===== config.mk =====
export PLATFORM = sky130hd
export DESIGN_NAME = reg_write_arbiter_flat
export DESIGN_NICKNAME = d
export VERILOG_FILES = /design/src/rtl/reg_write_arbiter_if.sv /design/src/rtl/reg_write_arbiter.sv /design/src/flat_wrapper.sv
export SDC_FILE = /design/constraint.sdc
export NUM_CORES = 1
export LEC_CHECK = 0
export CAP_MARGIN = 10
export CORE_ASPECT_RATIO = 1.75
export CORE_MARGIN = 3
export CORE_UTILIZATION = 42
export DETAILED_ROUTE_END_ITERATION = 8
export PLACE_DENSITY = 0.8
export SETUP_SLACK_MARGIN = 0.3
export SYNTH_ARGS = -nofsm -noshare
export SYNTH_HDL_FRONTEND = slang
export SYNTH_SLANG_ARGS = --single-unit

===== constraint.sdc =====
create_clock -name clk -period 2.4 [get_ports clk]
set_clock_uncertainty 0.05 [all_clocks]
set_input_delay 0.48 -clock clk [delete_from_list [all_inputs] [get_ports clk]]
set_output_delay 0.48 -clock clk [all_outputs]
set_load 0.02 [all_outputs]

===== src/rtl/reg_write_arbiter_if.sv =====
// Requester-side bus of the shared-register write arbiter: requests and data in,
// grant and register drive signals out.
interface reg_write_arbiter_if #(
   parameter int WIDTH = 8,
   parameter int N_REQ = 4
) ();
   logic [N_REQ-1:0]       req;
   logic [N_REQ*WIDTH-1:0] req_data;
   logic [N_REQ-1:0]       gnt;
   logic                   load;
   logic [WIDTH-1:0]       data_in;
   logic [2:0]             owner;
   logic                   busy;

   modport master (
      output req, req_data,
      input  gnt, load, data_in, owner, busy
   );

   modport slave (
      input  req, req_data,
      output gnt, load, data_in, owner, busy
   );
endinterface


===== src/rtl/reg_write_arbiter.sv =====
// Round-robin arbiter sharing one load-enable register among N_REQ requesters,
// with bounded burst ownership and a release bubble between owners.
module reg_write_arbiter #(
   parameter int WIDTH     = 8,
   parameter int N_REQ     = 4,
   parameter int MAX_BURST = 4
) (
   input logic          clk,
   input logic          rst,
   reg_write_arbiter_if.slave bus
);

   typedef enum logic {IDLE, GRANT} state_t;

   state_t     state;
   logic [2:0] ptr;
   logic [2:0] owner_q;
   logic [3:0] burst_cnt;
   logic       bubble;

   logic [2:0] winner;
   logic       found;
   logic       grant_now;
   logic [2:0] next_ptr;

   function automatic logic [2:0] wrap_add(input logic [2:0] base, input int k);
      int s;
      s = int'(base) + k;
      return (s >= N_REQ) ? 3'(s - N_REQ) : 3'(s);
   endfunction

   // Round-robin search starting at ptr.
   always_comb begin
      // NOTE: every combinational output gets a default first so no path infers a latch.
      winner = '0;
      found  = 1'b0;
      for (int k = 0; k < N_REQ; k++) begin
         if (!found && bus.req[wrap_add(ptr, k)]) begin
            winner = wrap_add(ptr, k);
            found  = 1'b1;
         end
      end
   end

   assign next_ptr  = (owner_q == 3'(N_REQ - 1)) ? 3'd0 : owner_q + 3'd1;
   assign grant_now = (state == GRANT) && bus.req[owner_q];

   always_comb begin
      bus.gnt     = '0;
      bus.data_in = '0;
      if (grant_now) begin
         bus.gnt[owner_q] = 1'b1;
         bus.data_in      = bus.req_data[owner_q*WIDTH +: WIDTH];
      end
   end

   assign bus.load  = grant_now;
   assign bus.owner = owner_q;
   assign bus.busy  = (state == GRANT);

   // The first IDLE cycle after an ownership is a bubble; arbitration happens on the next one.
   always_ff @(posedge clk or negedge rst) begin
      // NOTE: all sequential state uses nonblocking assignments so every register samples pre-edge values.
      if (!rst) begin
         state     <= IDLE;
         ptr       <= '0;
         owner_q   <= '0;
         burst_cnt <= '0;
         bubble    <= 1'b0;
      end else begin
         case (state)
            IDLE: begin
               if (bubble) begin
                  bubble <= 1'b0;
               end else if (found) begin
                  owner_q   <= winner;
                  burst_cnt <= '0;
                  state     <= GRANT;
               end
            end
            GRANT: begin
               if (bus.req[owner_q]) begin
                  burst_cnt <= burst_cnt + 4'd1;
                  if (burst_cnt == 4'(MAX_BURST - 1)) begin
                     state  <= IDLE;
                     ptr    <= next_ptr;
                     bubble <= 1'b1;
                  end
               end else begin
                  state  <= IDLE;
                  ptr    <= next_ptr;
                  bubble <= 1'b1;
               end
            end
         endcase
      end
   end

endmodule


===== src/flat_wrapper.sv =====
// flat-port wrapper written by rule: the top's interface ports become plain ports
module reg_write_arbiter_flat 
#(
   parameter int WIDTH     = 8,
   parameter int N_REQ     = 4,
   parameter int MAX_BURST = 4
)
  (clk, rst, bus_req, bus_req_data, bus_gnt, bus_load, bus_data_in, bus_owner, bus_busy);
  reg_write_arbiter_if #(.WIDTH(WIDTH), .N_REQ(N_REQ)) bus_i ();
  input logic clk;
  input logic rst;
  input wire logic [$bits(bus_i.req)-1:0] bus_req;
  input wire logic [$bits(bus_i.req_data)-1:0] bus_req_data;
  output wire logic [$bits(bus_i.gnt)-1:0] bus_gnt;
  output wire logic [$bits(bus_i.load)-1:0] bus_load;
  output wire logic [$bits(bus_i.data_in)-1:0] bus_data_in;
  output wire logic [$bits(bus_i.owner)-1:0] bus_owner;
  output wire logic [$bits(bus_i.busy)-1:0] bus_busy;
  assign bus_i.req = bus_req;
  assign bus_i.req_data = bus_req_data;
  assign bus_gnt = bus_i.gnt;
  assign bus_load = bus_i.load;
  assign bus_data_in = bus_i.data_in;
  assign bus_owner = bus_i.owner;
  assign bus_busy = bus_i.busy;
  reg_write_arbiter #(.WIDTH(WIDTH), .N_REQ(N_REQ), .MAX_BURST(MAX_BURST)) u_core (.clk(clk), .rst(rst), .bus(bus_i));
endmodule

==> results of run 1 <==
[flip-flops by register name, indices dropped and copies added (netlist names)]
| signal | count |
|---|---|
| u_core.bus.owner | 3 |
| u_core.bubble | 1 |
| u_core.ptr | 3 |
| u_core.burst_cnt | 4 |
| u_core.bus.busy | 1 |
[area by class of cell]
class	instances	area, um^2
timing repair inverter	1	7.507
inverter	7	36.28
fill	198	686.9
timing repair buffer	77	745.7
clock buffer	4	55.05
multi-input combinational	96	915.9
sequential	12	302.8
tap	27	33.78
[power by group through the flow]
stage          sequential, uW  combinational, uW  clock [uW]
4_1_cts                   360               1740         220
3_3_place_gp              350               1540           0
2_1_floorplan             372               1090           0
5_1_grt                   370               2040         235
6_report                  364               1880         219
3_5_place_dp              356               1580           0
[synthesized netlist by cell type (all sizes together)]
cell	n	area share
and2	1	0.0060
a22oi	1	0.0060
nor4	1	0.0050
a31oi	1	0.0050
a211o	2	0.014
mux2	3	0.030
nand3	4	0.016
nand2	9	0.029
clkbuf	2	0.0060
o221ai	1	0.0070
a21boi	1	0.0060
a21oi	1	0.0040
a221oi	1	0.0070
nand2b	3	0.015
nand3b	1	0.0060
and3	12	0.064
ha	7	0.070
a2bb2oi	1	0.0070
mux2i	4	0.032
o31a	1	0.0070
o211ai	2	0.012
a22o	1	0.0070
mux4	10	0.19
nor2b	1	0.0050
a2111oi	1	0.0070
or3	1	0.0050
nor2	6	0.018
nand4	2	0.010
inv	7	0.021
o41ai	1	0.0070
dfrtp	12	0.24
o31ai	2	0.016
nor3	4	0.016
o21ai	6	0.024
o21a	3	0.018
nor3b	1	0.0060
buf	10	0.062
[stage by stage]
| step | power [uW] | area, um^2 | setup TNS, ps | utilization | worst slack, ps |
|---|---|---|---|---|---|
| after global placement | 1889 | 1882 | -5242 | 0.6760 | -427.7 |
| after detailed placement | 1939 | 1882 | -5541 | 0.6760 | -460.3 |
| final | 2468 | 2097 | 0 | 0.7533 | 75.23 |
| after global routing | 2650 | 2097 | 0 | 0.7533 | 22.74 |
| after floorplan | 1463 | 1324 | 0 | - | 277.5 |
| after CTS | 2324 | 2014 | 0 | 0.7236 | 71.53 |
[critical path, cell delays in order, from the launching register on]
cell and delay [ps]:
dfrtp_2 400, mux4_2 550, nand2_4 120, clkinvlp_4 150, and3_4 210, buf_6 120
[kinds of logic after synthesis]
logic type,Yosys count,share of synthesized area
AOI/OAI and AO/OA,26,0.1537
adders and majority gates,7,0.06986
buffers and inverters,19,0.08882
DFF,12,0.2395
muxes,17,0.2475
and+or+nand+nor,46,0.2006
[timing repair]
action	4_1_cts	5_1_grt
endpoints found under the setup margin	16	18
setup buffers	6	5
pin swaps	8	3
gates resized for setup	91	12
cloned	1	0
[metal layers]
metal  GRT usage  wire length, um
met5           0                0
met4     0.04986               34
met3     0.05734              443
met2      0.4019             2129
met1      0.2366             1407
[worst paths after layout]
kind | start | to | slack (ps)
max | u_core.bus.owner[0] | bus_data_in[7] | 80
min | u_core.burst_cnt[3] | u_core.burst_cnt[3] | 450
max reg2reg | u_core.bus.owner[0] | u_core.burst_cnt[3] | 320
min reg2reg | u_core.burst_cnt[3] | u_core.burst_cnt[3] | 450
max in group asynchronous | rst | u_core.bus.owner[0] | 1350
min in group asynchronous | rst | u_core.ptr[0] | 550
==> run metrics, run 1 <==
maximum VDD drop 0.7029 mV; post-DP HPWL 2.919 mm; Die Area 3702 um^2; initial antenna violation count 0; fin nets 243; Synth Net Count 172; CP Launch Type register; WP data arrival about 1800 ps; hold crit path type reg2reg; global-route wire length before repair 6.134 mm; fmax 430.2 MHz; CTS tree built; Die H 78.28 um; Max clock buf depth 2; Yosys cell types 45; Area growth syn-to-layout 67.27%; CTS H-tree depth 1; number of clock buffers inserted by TritonCTS 3; final hold vios 0; Sequential Power Share 0.147; Clock power frac 0.089; Combinational Power Share 0.764; leakage power 0.0008958 uW; Vias between 1000 and 1500; worst skew pair latency 240 ps; GPL Wtd Cong 0.8219; Synth Cell Area 1254 um^2; worst-path maximum fanout 6; fin crit share 0.9687; most common cell after layout, fill and taps aside clkdlybuf4s50_1; Global Route Usage Sum 0.2210; CTS sink count 12; status finished, final reports clean; Critical Path RT 1870 ps; Max-Cap Viols 0; most frequent cells in the layout 36 x clkdlybuf4s50_1, 19 x buf_4, 15 x buf_6; Post-Layout Cell Count 224; I/O Buffers 54; Cells after DPL 208; Routed WL 4.014 mm; Max Slew Vio Count 0; Antenna Nets Post-Route 0; Slew headroom 0.6273; total grt overflow 0; syn_area_per_cell between 9 and 10 um^2; R2R cell count 9; # IOs 55; core footprint between 2000 and 3000 um^2; WHS 453.6 ps; first-pass iteration count of the detailed router 4; register area share after synthesis 0.2395; DR WL/cell 17.92 um; unrepaired setup endpoints after global routing true; Die Span X roughly 47 um; Syn Inst Count 127; Initial Utilization 0.4503; min Tclk post-route around 2300 ps; # rows 25; Worst Tran Pin Value 557.3 ps; final setup violation count 0; switching part of the total 0.4138; hold path depth 1; Via-to-Cell Ratio 5.964; PwrDens 1177 nW/um^2; Worst setup EP type output pin; #FFs+latches synth 12; cts hold-fix bufs 0; Yosys warnings 0; Ant. Diodes 0; Int Pwr 1447 uW; vias in the first global route around 1300; net switching power about 1000 uW; pin count of the biggest net entering global routing 17; fraction of layout cells with a size suffix above 1 0.3807; 1st-iter DRT viols 39; critical path type reg2out; clk root buf clkbuf_8; DRC violations left 0; Worst-path clk slew 50 ps
Note: power is estimated with default switching activity, not from simulation.
==> run 2, diff against run 1 <==
--- a/config.mk
+++ b/config.mk
@@ -5,13 +5,15 @@
 export SDC_FILE = /design/constraint.sdc
 export NUM_CORES = 1
 export LEC_CHECK = 0
-export CAP_MARGIN = 10
+export CELL_PAD_IN_SITES_DETAIL_PLACEMENT = 1
+export CELL_PAD_IN_SITES_GLOBAL_PLACEMENT = 2
 export CORE_ASPECT_RATIO = 1.75
 export CORE_MARGIN = 3
-export CORE_UTILIZATION = 42
+export CORE_UTILIZATION = 24
 export DETAILED_ROUTE_END_ITERATION = 8
-export PLACE_DENSITY = 0.8
+export PLACE_DENSITY_LB_ADDON = 0.1
 export SETUP_SLACK_MARGIN = 0.3
+export SLEW_MARGIN = 25
 export SYNTH_ARGS = -nofsm -noshare
 export SYNTH_HDL_FRONTEND = slang
 export SYNTH_SLANG_ARGS = --single-unit
==> run metrics, run 2 (synthesis gave the netlist of run 1 again) <==
status finished, final reports clean; hold crit path type reg2reg; fin crit share 0.9268; CTS H-tree depth 1; worst-path maximum fanout 13; max reg flops 4; Sequential Power Share 0.148; PnR worst setup slack 175.6 ps; core footprint 5020 um^2; Max clock buf depth 2; fraction of layout cells with a size suffix above 1 0.3316; clk root buf clkbuf_8; final hold vios 0; maximum VDD drop 0.7556 mV; final setup violation count 0; I/O Buffers 54; DR WL/cell 17.34 um; WP data arrival 1690 ps; CP Launch Type register; Die Span X a little over 60 um; most frequent cells in the layout 37 x clkdlybuf4s50_1, 14 x buf_6, 14 x buf_4; hold worst-path end u_core.burst_cnt[3]; Final Cell Area 2063 um^2; DRC violations left 0; Cells after DPL 237; Max-Cap Viols 0; reg2reg start u_core.ptr[1]; PwrDens 1131 nW/um^2; cts hold-fix bufs 0; R2R Setup Slk 370 ps; Fill cells 586; global-route wire length before repair roughly 6.6 mm; RR Endpoint u_core.bus.owner[0]; Worst setup EP type output pin; post-DP HPWL 3.559 mm; Die H 101.6 um; DP Area a little under 2000 um^2; min Tclk post-route roughly 2200 ps; initial antenna violation count 0; pin count of the biggest net entering global routing 17; vias in the first global route between 1000 and 1500; Worst Tran Pin Value 550.5 ps; Ant. Diodes 0; fin nets 236; GPL Wtd Cong 0.7282; Largest Register u_core.burst_cnt; Worst-path clk slew 50 ps; Area growth syn-to-layout 64.57%; Initial Utilization 0.2498; Global Route Usage Sum 0.1407; hold path depth 1; Worst Min Path Start u_core.burst_cnt[3]; worst skew pair latency approximately 240 ps; Combinational Power Share 0.759; CTS tree built; Pwr Total 2334 uW; 1st-iter DRT viols 40; CP cell instances mux4_2 -> nand2_4 -> inv_8 -> and3_1 -> buf_6; number of clock buffers inserted by TritonCTS 3; first-pass iteration count of the detailed router 3; leakage power 0.0008669 uW; R2R cell count 7; fmax 449.6 MHz; Die Area 6161 um^2; unrepaired setup endpoints after global routing true; CTS sink count 12; Max Slew Vio Count 0; max incr delay on CP 550 ps; slowest CP cell mux4_2; Via-to-Cell Ratio about 5.2; Top delay family on crit path multiplexers; Clock power frac 0.093; switching part of the total 0.4160; pre-CTS WS -505.3 ps; Antenna Nets Post-Route 0; most common cell after layout, fill and taps aside clkdlybuf4s50_1; worst path buffer plus inverter count 2; Critical Path RT approximately 1900 ps; Vias 1278; Post-Layout Cell Count 244; Routed WL 4.230 mm; Int Pwr around 1400 uW; # IOs 55; total grt overflow 0; # rows 34; critical path type reg2out; net switching power 970.8 uW; Slew headroom 0.6319
## run 2: cell types whose count changed in the layout (fill, tap and decap cells not counted), moves of 2 or more
cell	before	now
and3_4	12	9
buf_4	19	14
and3_1	0	3
o21ai_1	2	0
o21ai_0	4	6
## run 2: area by class of cell
cell class | instances | area (um^2) | share of cell area
multi-input combinational | 96 | 907.1 | 0.4397
timing repair buffer | 71 | 698.2 | 0.3384
sequential | 12 | 301.5 | 0.1461
tap | 54 | 67.56 | 0.03275
clock buffer | 4 | 55.05 | 0.02668
inverter | 7 | 33.78 | 0.01637
## run 2: worst max path at each step
stage | start | to | slack (ps) | cells past startpoint
after detailed placement | bus_req[3] | bus_gnt[0] | -510 | 6
after floorplan | bus_req[3] | bus_data_in[0] | 280 | 6
after CTS | u_core.bus.owner[0] | bus_gnt[0] | 140 | 5
after global routing | u_core.bus.owner[0] | bus_gnt[2] | 120 | 5
after global placement | bus_req[3] | bus_gnt[0] | -450 | 6
final | u_core.bus.owner[0] | bus_gnt[0] | 180 | 5
## run 2: what timing repair did
item | CTS | global route
pin swaps | 1 | 2
setup buffers | 1 | 2
resized for setup | 73 | 21
setup endpoints to repair | 14 | 14
## run 2: power by group through the flow
stage / clock network (uW) / logic [uW] / registers (uW)
2_1_floorplan: 0 / 1090 / 372
5_1_grt: 234 / 1940 / 361
3_5_place_dp: 0 / 1640 / 343
3_3_place_gp: 0 / 1600 / 345
4_1_cts: 222 / 1640 / 350
6_report: 217 / 1770 / 346
## run 2: through the flow
stage / setup TNS, ps / hold WS (ps) / utilization
after floorplan: 0 / 134.4 / -
after global placement: -5538 / 437.6 / 0.3846
after detailed placement: -6101 / 445.8 / 0.3846
after CTS: 0 / 463.3 / 0.3936
after global routing: 0 / 476.6 / 0.4110
final: 0 / 458.1 / 0.4110
## run 2: metal layers
layer,share of wire,GRT usage,up-vias
li1,-,-,609
met1,0.37,0.1509,618
met2,0.55,0.2737,49
met3,0.069,0.01531,2
met4,0.0095,0.04007,0
met5,0,0,-
## run 2: worst reg2reg max path, stage by stage, from the launching register on
cell and delay (ps):
dfrtp_1 350, inv_1 80, ha_4 320, mux2_4 340, and3_4 180, o31a_1 260, o21a_1 180, o31ai_2 170
